===== config.mk =====
export PLATFORM = sky130hd
export DESIGN_NAME = beam_sum
export DESIGN_NICKNAME = d
export VERILOG_FILES = /design/src/rtl/beam_pkg.sv /design/src/rtl/beam_energy_acc.sv /design/src/rtl/beam_sum.sv
export SDC_FILE = /design/constraint.sdc
export NUM_CORES = 1
export LEC_CHECK = 0
export ABC_AREA = 1
export CORE_ASPECT_RATIO = 0.8
export CORE_UTILIZATION = 59
export CTS_BUF_LIST = sky130_fd_sc_hd__clkbuf_8
export DETAILED_ROUTE_END_ITERATION = 16
export PLACE_DENSITY = 0.89
export SLEW_MARGIN = 20
export SYNTH_ARGS = -nofsm -noshare
export SYNTH_HDL_FRONTEND = slang
export SYNTH_SLANG_ARGS = --single-unit

===== constraint.sdc =====
create_clock -name clk -period 2.8 [get_ports clk]
set_input_delay 0.28 -clock clk [delete_from_list [all_inputs] [get_ports clk]]
set_output_delay 0.28 -clock clk [all_outputs]
set_load 0.05 [all_outputs]

===== src/rtl/beam_pkg.sv =====
// Shared widths and types for the delay-and-sum beam output stage.
package beam_pkg;
  localparam int N_CH  = 8;
  localparam int PCM_W = 19;
  localparam int ACC_W = 48;
  localparam int SEL_W = 5;

  typedef logic signed [PCM_W-1:0] pcm_t;
  typedef logic [ACC_W-1:0] acc_t;

  typedef enum logic {
    ACC,
    DUMP
  } mode_e;
endpackage


===== src/rtl/beam_energy_acc.sv =====
// Windowed beam energy: square, accumulate, dump per steering setting.
module beam_energy_acc
  import beam_pkg::*;
#(
  parameter int WIN_LOG2 = 10
) (
  input  logic             clk,
  input  logic             rst,
  input  logic             beam_valid,
  input  pcm_t             beam_pcm,
  input  logic [SEL_W-1:0] delay_select,
  output logic             energy_valid,
  output acc_t             energy,
  output logic [SEL_W-1:0] energy_tag
);
  typedef logic [WIN_LOG2-1:0] cnt_t;

  logic signed [2*PCM_W-1:0] sq_s;
  acc_t sq, acc_q, acc_n, en_n;
  cnt_t cnt_q, cnt_n;
  logic [SEL_W-1:0] sel_q, sel_n, tag_n;
  logic ev_n, chg;
  mode_e mode;

  assign sq_s = (2*PCM_W)'(beam_pcm) * (2*PCM_W)'(beam_pcm);
  assign sq   = {{(ACC_W-2*PCM_W){1'b0}}, sq_s};
  assign chg  = delay_select != sel_q;

  // A steering change restarts the window; the sample on
  // the output this cycle is the first of the new window.
  always_comb begin
    acc_n = acc_q;
    cnt_n = cnt_q;
    sel_n = sel_q;
    en_n  = energy;
    tag_n = energy_tag;
    ev_n  = 1'b0;
    mode  = ACC;
    if (!chg && beam_valid && (&cnt_q)) mode = DUMP;
    if (chg) begin
      sel_n = delay_select;
      acc_n = beam_valid ? sq : '0;
      cnt_n = cnt_t'(beam_valid);
    end else if (beam_valid) begin
      unique case (mode)
        DUMP: begin
          en_n  = acc_q + sq;
          tag_n = sel_q;
          ev_n  = 1'b1;
          acc_n = '0;
          cnt_n = '0;
        end
        default: begin
          acc_n = acc_q + sq;
          cnt_n = cnt_q + cnt_t'(1);
        end
      endcase
    end
  end

  always_ff @(posedge clk or negedge rst) begin
    if (!rst) begin
      acc_q        <= '0;
      cnt_q        <= '0;
      sel_q        <= '0;
      energy_valid <= 1'b0;
      energy       <= '0;
      energy_tag   <= '0;
    end else begin
      acc_q        <= acc_n;
      cnt_q        <= cnt_n;
      sel_q        <= sel_n;
      energy_valid <= ev_n;
      energy       <= en_n;
      energy_tag   <= tag_n;
    end
  end
endmodule


===== src/rtl/beam_sum.sv =====
// Masked 8-channel adder tree with round/shift/saturate output stage.
// Optional windowed energy reporting under `BEAM_ENERGY_EN`.
module beam_sum #(
  parameter int N_CH      = 8,
  parameter int PCM_W     = 19,
  parameter int SUM_SHIFT = 3,
  parameter int WIN_LOG2  = 10
) (
  input  logic                         clk,
  input  logic                         rst,
  input  logic                         sample_valid,
  input  logic [N_CH-1:0]              ch_mask,
  input  logic [beam_pkg::SEL_W-1:0]   delay_select,
  input  logic [N_CH*PCM_W-1:0]        pcm_in,
  output logic                         beam_valid,
  output logic signed [PCM_W-1:0]      beam_pcm,
  output logic                         beam_sat,
  output logic                         energy_valid,
  output logic [beam_pkg::ACC_W-1:0]   energy,
  output logic [beam_pkg::SEL_W-1:0]   energy_tag
);
  import beam_pkg::*;

  localparam int W1   = PCM_W + 1;
  localparam int W2   = PCM_W + 2;
  localparam int W3   = PCM_W + 3;
  localparam int RND  = (1 << SUM_SHIFT) >> 1;
  localparam int MAXV = (1 << (PCM_W - 1)) - 1;
  localparam int MINV = -(1 << (PCM_W - 1));

  logic signed [W1-1:0] lane [N_CH];
  logic signed [W1-1:0] s1 [4];
  logic signed [W2-1:0] s2 [2];
  logic signed [W3-1:0] s3, rnd, shd;
  logic s1_v, s2_v, s3_v, sat_n;
  logic signed [PCM_W-1:0] pcm_n;

  always_comb begin
    for (int k = 0; k < N_CH; k++)
      lane[k] = ch_mask[k] ?
        W1'($signed(pcm_in[k*PCM_W +: PCM_W])) : '0;
  end

  // Widths grow one bit per level, so the tree cannot overflow.
  always_ff @(posedge clk or negedge rst) begin
    if (!rst) begin
      s1_v <= 1'b0;
      s2_v <= 1'b0;
      s3_v <= 1'b0;
      for (int i = 0; i < 4; i++) s1[i] <= '0;
      for (int i = 0; i < 2; i++) s2[i] <= '0;
      s3 <= '0;
    end else begin
      s1_v <= sample_valid;
      s2_v <= s1_v;
      s3_v <= s2_v;
      if (sample_valid)
        for (int i = 0; i < 4; i++)
          s1[i] <= lane[2*i] + lane[2*i+1];
      if (s1_v)
        for (int i = 0; i < 2; i++)
          s2[i] <= W2'(s1[2*i]) + W2'(s1[2*i+1]);
      if (s2_v)
        s3 <= W3'(s2[0]) + W3'(s2[1]);
    end
  end

  always_comb begin
    rnd   = s3 + W3'(RND);
    shd   = rnd >>> SUM_SHIFT;
    sat_n = 1'b0;
    pcm_n = shd[PCM_W-1:0];
    if (int'(shd) > MAXV) begin
      sat_n = 1'b1;
      pcm_n = PCM_W'(MAXV);
    end else if (int'(shd) < MINV) begin
      sat_n = 1'b1;
      pcm_n = PCM_W'(MINV);
    end
  end

  always_ff @(posedge clk or negedge rst) begin
    if (!rst) begin
      beam_valid <= 1'b0;
      beam_pcm   <= '0;
      beam_sat   <= 1'b0;
    end else begin
      beam_valid <= s3_v;
      beam_sat   <= s3_v & sat_n;
      if (s3_v) beam_pcm <= pcm_n;
    end
  end

`ifdef BEAM_ENERGY_EN
  beam_energy_acc #(
    .WIN_LOG2(WIN_LOG2)
  ) u_acc (
    .clk(clk),
    .rst(rst),
    .beam_valid(beam_valid),
    .beam_pcm(beam_pcm),
    .delay_select(delay_select),
    .energy_valid(energy_valid),
    .energy(energy),
    .energy_tag(energy_tag)
  );
`else
  logic sel_unused;
  assign sel_unused   = ^delay_select;
  assign energy_valid = 1'b0;
  assign energy       = '0;
  assign energy_tag   = '0;
`endif
endmodule


Word-level counts from Yosys, hierarchy flattened:

Index checks and enable logic that the tools add are counted.

* word-level logic and storage cells: 36
* bits in registers: 168
* output and inout bits: 75
* input port bits: 168

* add/subtract/negate cells: 8
* multiplexer cells: 12
* bitwise gates (word level): 1
* magnitude comparators: 2

Operator list (number)
* $mux 20: 8
* $add 20x20->20: 4
* $add 20x20->21: 2
* $mux 19: 2
* $add 21x21->22: 1
* $add 22x4->22 const B: 1
* $gt 19x19->1 const B: 1
* $lt 19x19->1 const B: 1
* $mux 1: 2
* $and 1x1->1: 1

Longest topological paths before layout:

* word-level depth: 5
* mapped depth: 16
* mapped depth without buffers: 15

Worst setup path before layout:

OpenSTA, ideal clock, no wires.

* path type: input to register
* start point: input ch_mask[4]
* end point: register s1[28] (netlist name)
* data arrival time: 2.119 ns
* stages on the path: 13
* setup slack: 0.563 ns
* required time: 2.682 ns
* cells stage by stage: clkbuf_1 buf_1 nand2_1 inv_1 ha_1 fa_1 nand3_1 nand3_1 nand2_1 nand2_1 or2_2 nand3_1 nand2_1

* word-level cells in the longest chain between the ends: 2

RTL lines
* from (decl): line beam_sum.sv:12 `input logic [N_CH-1:0] ch_mask,`
* $mux 20: line beam_sum.sv:40 `lane[k] = ch_mask[k] ?`
* $add 20x20->20: line beam_sum.sv:59 `s1[i] <= lane[2*i] + lane[2*i+1];`
* to (signal, indexed assignment): line beam_sum.sv:59
* to (decl): line beam_sum.sv:32 `logic signed [W1-1:0] s1 [4];`

No other way between the ends.
A chain may end at the register's enable or synchronous reset.

Final worst setup path:

* start point: register s1[0] (netlist name)
* end point: register s2[12] (netlist name)

* word-level cells in the longest chain between the ends: 1

RTL lines
* $add 20x20->21: line beam_sum.sv:62 `s2[i] <= W2'(s1[2*i]) + W2'(s1[2*i+1]);`
* to (signal, indexed assignment): line beam_sum.sv:62
* to (decl): line beam_sum.sv:33 `logic signed [W2-1:0] s2 [2];`

No other way between the ends.

==> Flow_metrics.wiki <==
{| class="wikitable"
! Metric !! Value
|-
| # port buffers || ~180
|-
| Residual antenna-violating net count after detailed routing || 0
|-
| Top post-synthesis cells by area || sky130_fd_sc_hd__nand2_1 (28%), sky130_fd_sc_hd__dfrtp_1 (24%), sky130_fd_sc_hd__inv_1 (11%)
|-
| HPWL Detailed || 38.3 mm
|-
| Clock tree from TritonCTS || built
|-
| Clk Latency, worst-skew pair || ~0.47 ns
|-
| Worst voltage drop across the vdd grid || roughly 0.65 mV
|-
| Via count of the first global-routing pass || about 16000
|-
| Count of antenna diodes in the layout || 0
|-
| Number of standard cells after synthesis || between 2000 and 3000
|-
| Standard-cell rows || 55
|-
| Post-detailed-route wirelength per cell || 13.5 um
|-
| Cell with the most instances after synthesis || sky130_fd_sc_hd__nand2_1
|-
| Type of the tightest min-delay check || primary input to asynchronous set/reset pin
|-
| Antenna violations before repair || 0
|-
| Cell class contributing the biggest share of worst-path delay || simple AND/OR/NAND/NOR gates
|-
| Critical-path cell with the highest stage delay || sky130_fd_sc_hd__fa_1
|-
| Number of distinct library cells after synthesis || 33
|-
| Sequential area share after synthesis || 24.4%
|-
| CP Launch Type || flop
|-
| Count of unresolved DRC violations after routing || 0
|-
| R2r endpoint || s2[12]
|-
| Worst R2R Setup Slack || about 0.57 ns
|-
| Total power per unit cell area || just under 600 nW/um^2
|-
| Total number of vias || 17800
|-
| Count of pins on the block boundary || about 240
|-
| Critical path's largest stage delay || 0.47 ns
|-
| Share of layout cells above drive strength 1 || ~2.6%
|-
| Largest clock skew in the final design || 0.0188 ns
|-
| Count of buffer and inverter cells on the critical path || 2
|-
| Clock H-tree levels || 4
|-
| Kind of capture point of the worst setup path || flop
|-
| Minimum clock period after layout || 2.23 ns
|-
| Tightest Pin Transition || 0.779 ns
|-
| Floorplan die width || 192 um
|-
| Setup Total Neg Slack || 0 ns
|-
| Unrepaired setup endpoints after global routing || false
|-
| Total of max-cap violations || 0
|-
| Critical-path cell list || ha_1 -> fa_1 -> inv_1 -> nor2_1 -> nor2_2 -> inv_1 -> nand2_1 -> nand3_1 -> or2_2 -> nand3_1 -> nand2_1
|-
| Number of enable-type register cells in the synthesized netlist || 0
|-
| Cell area after synthesis || 17000 um^2
|-
| Starting Density || 60.1%
|-
| Die Y || 154 um
|-
| Core area || 28300 um^2
|-
| # nets final || 3388
|-
| Total stage count of the critical path || 11
|-
| Number of buffers inserted by post-CTS setup repair || 0
|-
| Avg Inst Size Synth || slightly below 6 um^2
|-
| Final Hold Fails || 0
|-
| Setup-violating endpoint count in the final report || 0
|-
| Clock root buffer master || sky130_fd_sc_hd__clkbuf_8
|-
| Inserted Clock Buffers || 17
|-
| Number of vias per cell || 5.15
|-
| Post-CTS sizing || 0
|-
| Yosys top cell area share || 27.8%
|-
| Static Leakage || roughly 12 nW
|-
| Area enclosed by the die boundary || between 20000 and 30000 um^2
|-
| Clock sink count || roughly 170
|-
| Pin count of the biggest net entering global routing || 114
|-
| Critical path arrival || 2.59 ns
|-
| Yosys synthesis warning count || 0
|-
| Number of storage elements in the synthesis netlist || about 170
|-
| Startpoint of the worst register-to-register path || s1[0]
|-
| Reg clk slew, reported paths || 0.10 ns
|-
| TritonRoute pass-1 iters || 6
|-
| Largest driver fanout on the critical path || 4
|-
| Final total power || roughly 11 mW
|-
| Maximum operating frequency || 447 MHz
|-
| Overall fraction of global-route tracks in use || 32.2%
|-
| Library cell with the largest summed area after synthesis || sky130_fd_sc_hd__nand2_1
|-
| Hold Worst Slack || 0.178 ns
|-
| Setup Crit Path Kind || flop to flop
|-
| 1st-iter DRT viols || ~1700
|-
| Share of flip-flops with an asynchronous set or reset after synthesis || 100%
|-
| Number of max-slew violations in the final report || 0
|-
| Status || complete, no violations
|-
| Global-route congestion overflow total || 0
|-
| Required time of the critical path || 3.15 ns
|-
| Number of hold buffers added after CTS || 1
|-
| Final standard cell count with taps included and fillers excluded || 3459
|-
| Depth of the most critical reg-to-reg path || 11
|-
| Slew margin rel. || around half
|-
| Number of buffers on the longest clock path || 2
|-
| Final critical-path share of the clock period || ~80%
|-
| Commonest cells in the netlist || sky130_fd_sc_hd__nand2_1 (1259), sky130_fd_sc_hd__inv_1 (500), sky130_fd_sc_hd__nand3_1 (233)
|-
| Global-route wire length before repair || 76.8 mm
|-
| Wire length after detailed routing || 46.6 mm
|-
| Area overhead of the layout relative to synthesis || 14.5%
|-
| RD Place Congestion || 0.991
|-
| Most used flip-flop cell after synthesis || sky130_fd_sc_hd__dfrtp_1
|-
| Cells after DPL || 3427
|}
## layout by cell type (no fill, tap or decap), drive strengths merged
master,count
a31o,1
fa,6
nor3,10
nand4,40
inv,507
xor2,6
clkinvlp,2
a21oi,84
nand3,236
clkdlybuf4s50,181
clkinv,6
conb,55
dfrtp,166
o21ai,53
or2,13
nand2,1259
ha,137
o21bai,20
xnor2,28
a31oi,6
clkbuf,17
buf,24
nand3b,35
bufinv,2
o22ai,3
nor2,191
dlygate4sd3,1
## power breakdown
group / total (mW) / internal [mW] / switching (mW)
combinational: 6.04 / 2.14 / 3.90
clock: 1.77 / 0.799 / 0.967
sequential: 3.64 / 3.03 / 0.613
## logic make-up (layout without fill, tap and decap cells)
logic type / Yosys count / after routing / share of synthesized area (%)
adder cells (fa/ha/maj): 143 / 143 / 10.8
AO/OA/AOI/OAI: 167 / 167 / 5.32
XOR/XNOR: 34 / 34 / 1.75
buffers and inverters: 607 / 740 / 14.6
flip-flops: 166 / 166 / 24.4
AND/OR/NAND/NOR: 1784 / 1784 / 43.0
other: 1 / 55 / 0.0221
## how the worst max path moves through the flow
stage	startpoint	endpoint	slack (ns)
floorplan	ch_mask[4]	s1[28]	0.56
global placement	ch_mask[2]	s1[48]	0.22
detailed placement	ch_mask[2]	s1[48]	0.16
CTS	s1[0]	s2[12]	0.59
global route	s1[0]	s2[12]	0.41
finish	s1[0]	s2[12]	0.57
## routing by layer
layer  share of wire (%)  track usage (%)
met5                   0                0
met4                0.91             4.95
met3                 9.1             6.44
met2                  41             47.8
met1                  49             48.7
## per-stage QoR
step / setup WS (ns) / utilization (%) / instance area (um^2)
2_1_floorplan: 0.563 / - / 17200
5_1_grt: 0.411 / 68.8 / 19500
3_5_place_dp: 0.160 / 67.4 / 19100
6_report: 0.565 / 68.8 / 19500
4_1_cts: 0.592 / 68.8 / 19500
3_3_place_gp: 0.215 / 67.4 / 19100
## worst register-to-register path, cell delays in order (launching register included)
cell and delay [ns]:
sky130_fd_sc_hd__dfrtp_1 0.39, sky130_fd_sc_hd__ha_1 0.26, sky130_fd_sc_hd__fa_1 0.47, sky130_fd_sc_hd__inv_1 0.08, sky130_fd_sc_hd__nor2_1 0.05, sky130_fd_sc_hd__nor2_2 0.22
sky130_fd_sc_hd__inv_1 0.10, sky130_fd_sc_hd__nand2_1 0.07, sky130_fd_sc_hd__nand3_1 0.07, sky130_fd_sc_hd__or2_2 0.28, sky130_fd_sc_hd__nand3_1 0.07, sky130_fd_sc_hd__nand2_1 0.05
## sequential cells by signal (all words and copies together), names as in the netlist
| name | cells |
|---|---|
| s1 | 80 |
| s2 | 42 |
| s3 | 20 |
| beam_pcm | 19 |
| beam_sat | 1 |
| beam_valid | 1 |
| s1_v | 1 |
| s2_v | 1 |
| s3_v | 1 |
## cell type report
| class | instances | area, um^2 |
|---|---|---|
| Clock buffer | 17 | 234 |
| Clock inverter | 14 | 153 |
| Fill cell | 2591 | 8810 |
| Inverter | 503 | 1890 |
| Multi-Input combinational cell | 2183 | 10600 |
| Sequential cell | 166 | 4150 |
| Tap cell | 370 | 463 |
| Timing Repair Buffer | 206 | 2020 |
(Power assumes the default switching activity.)
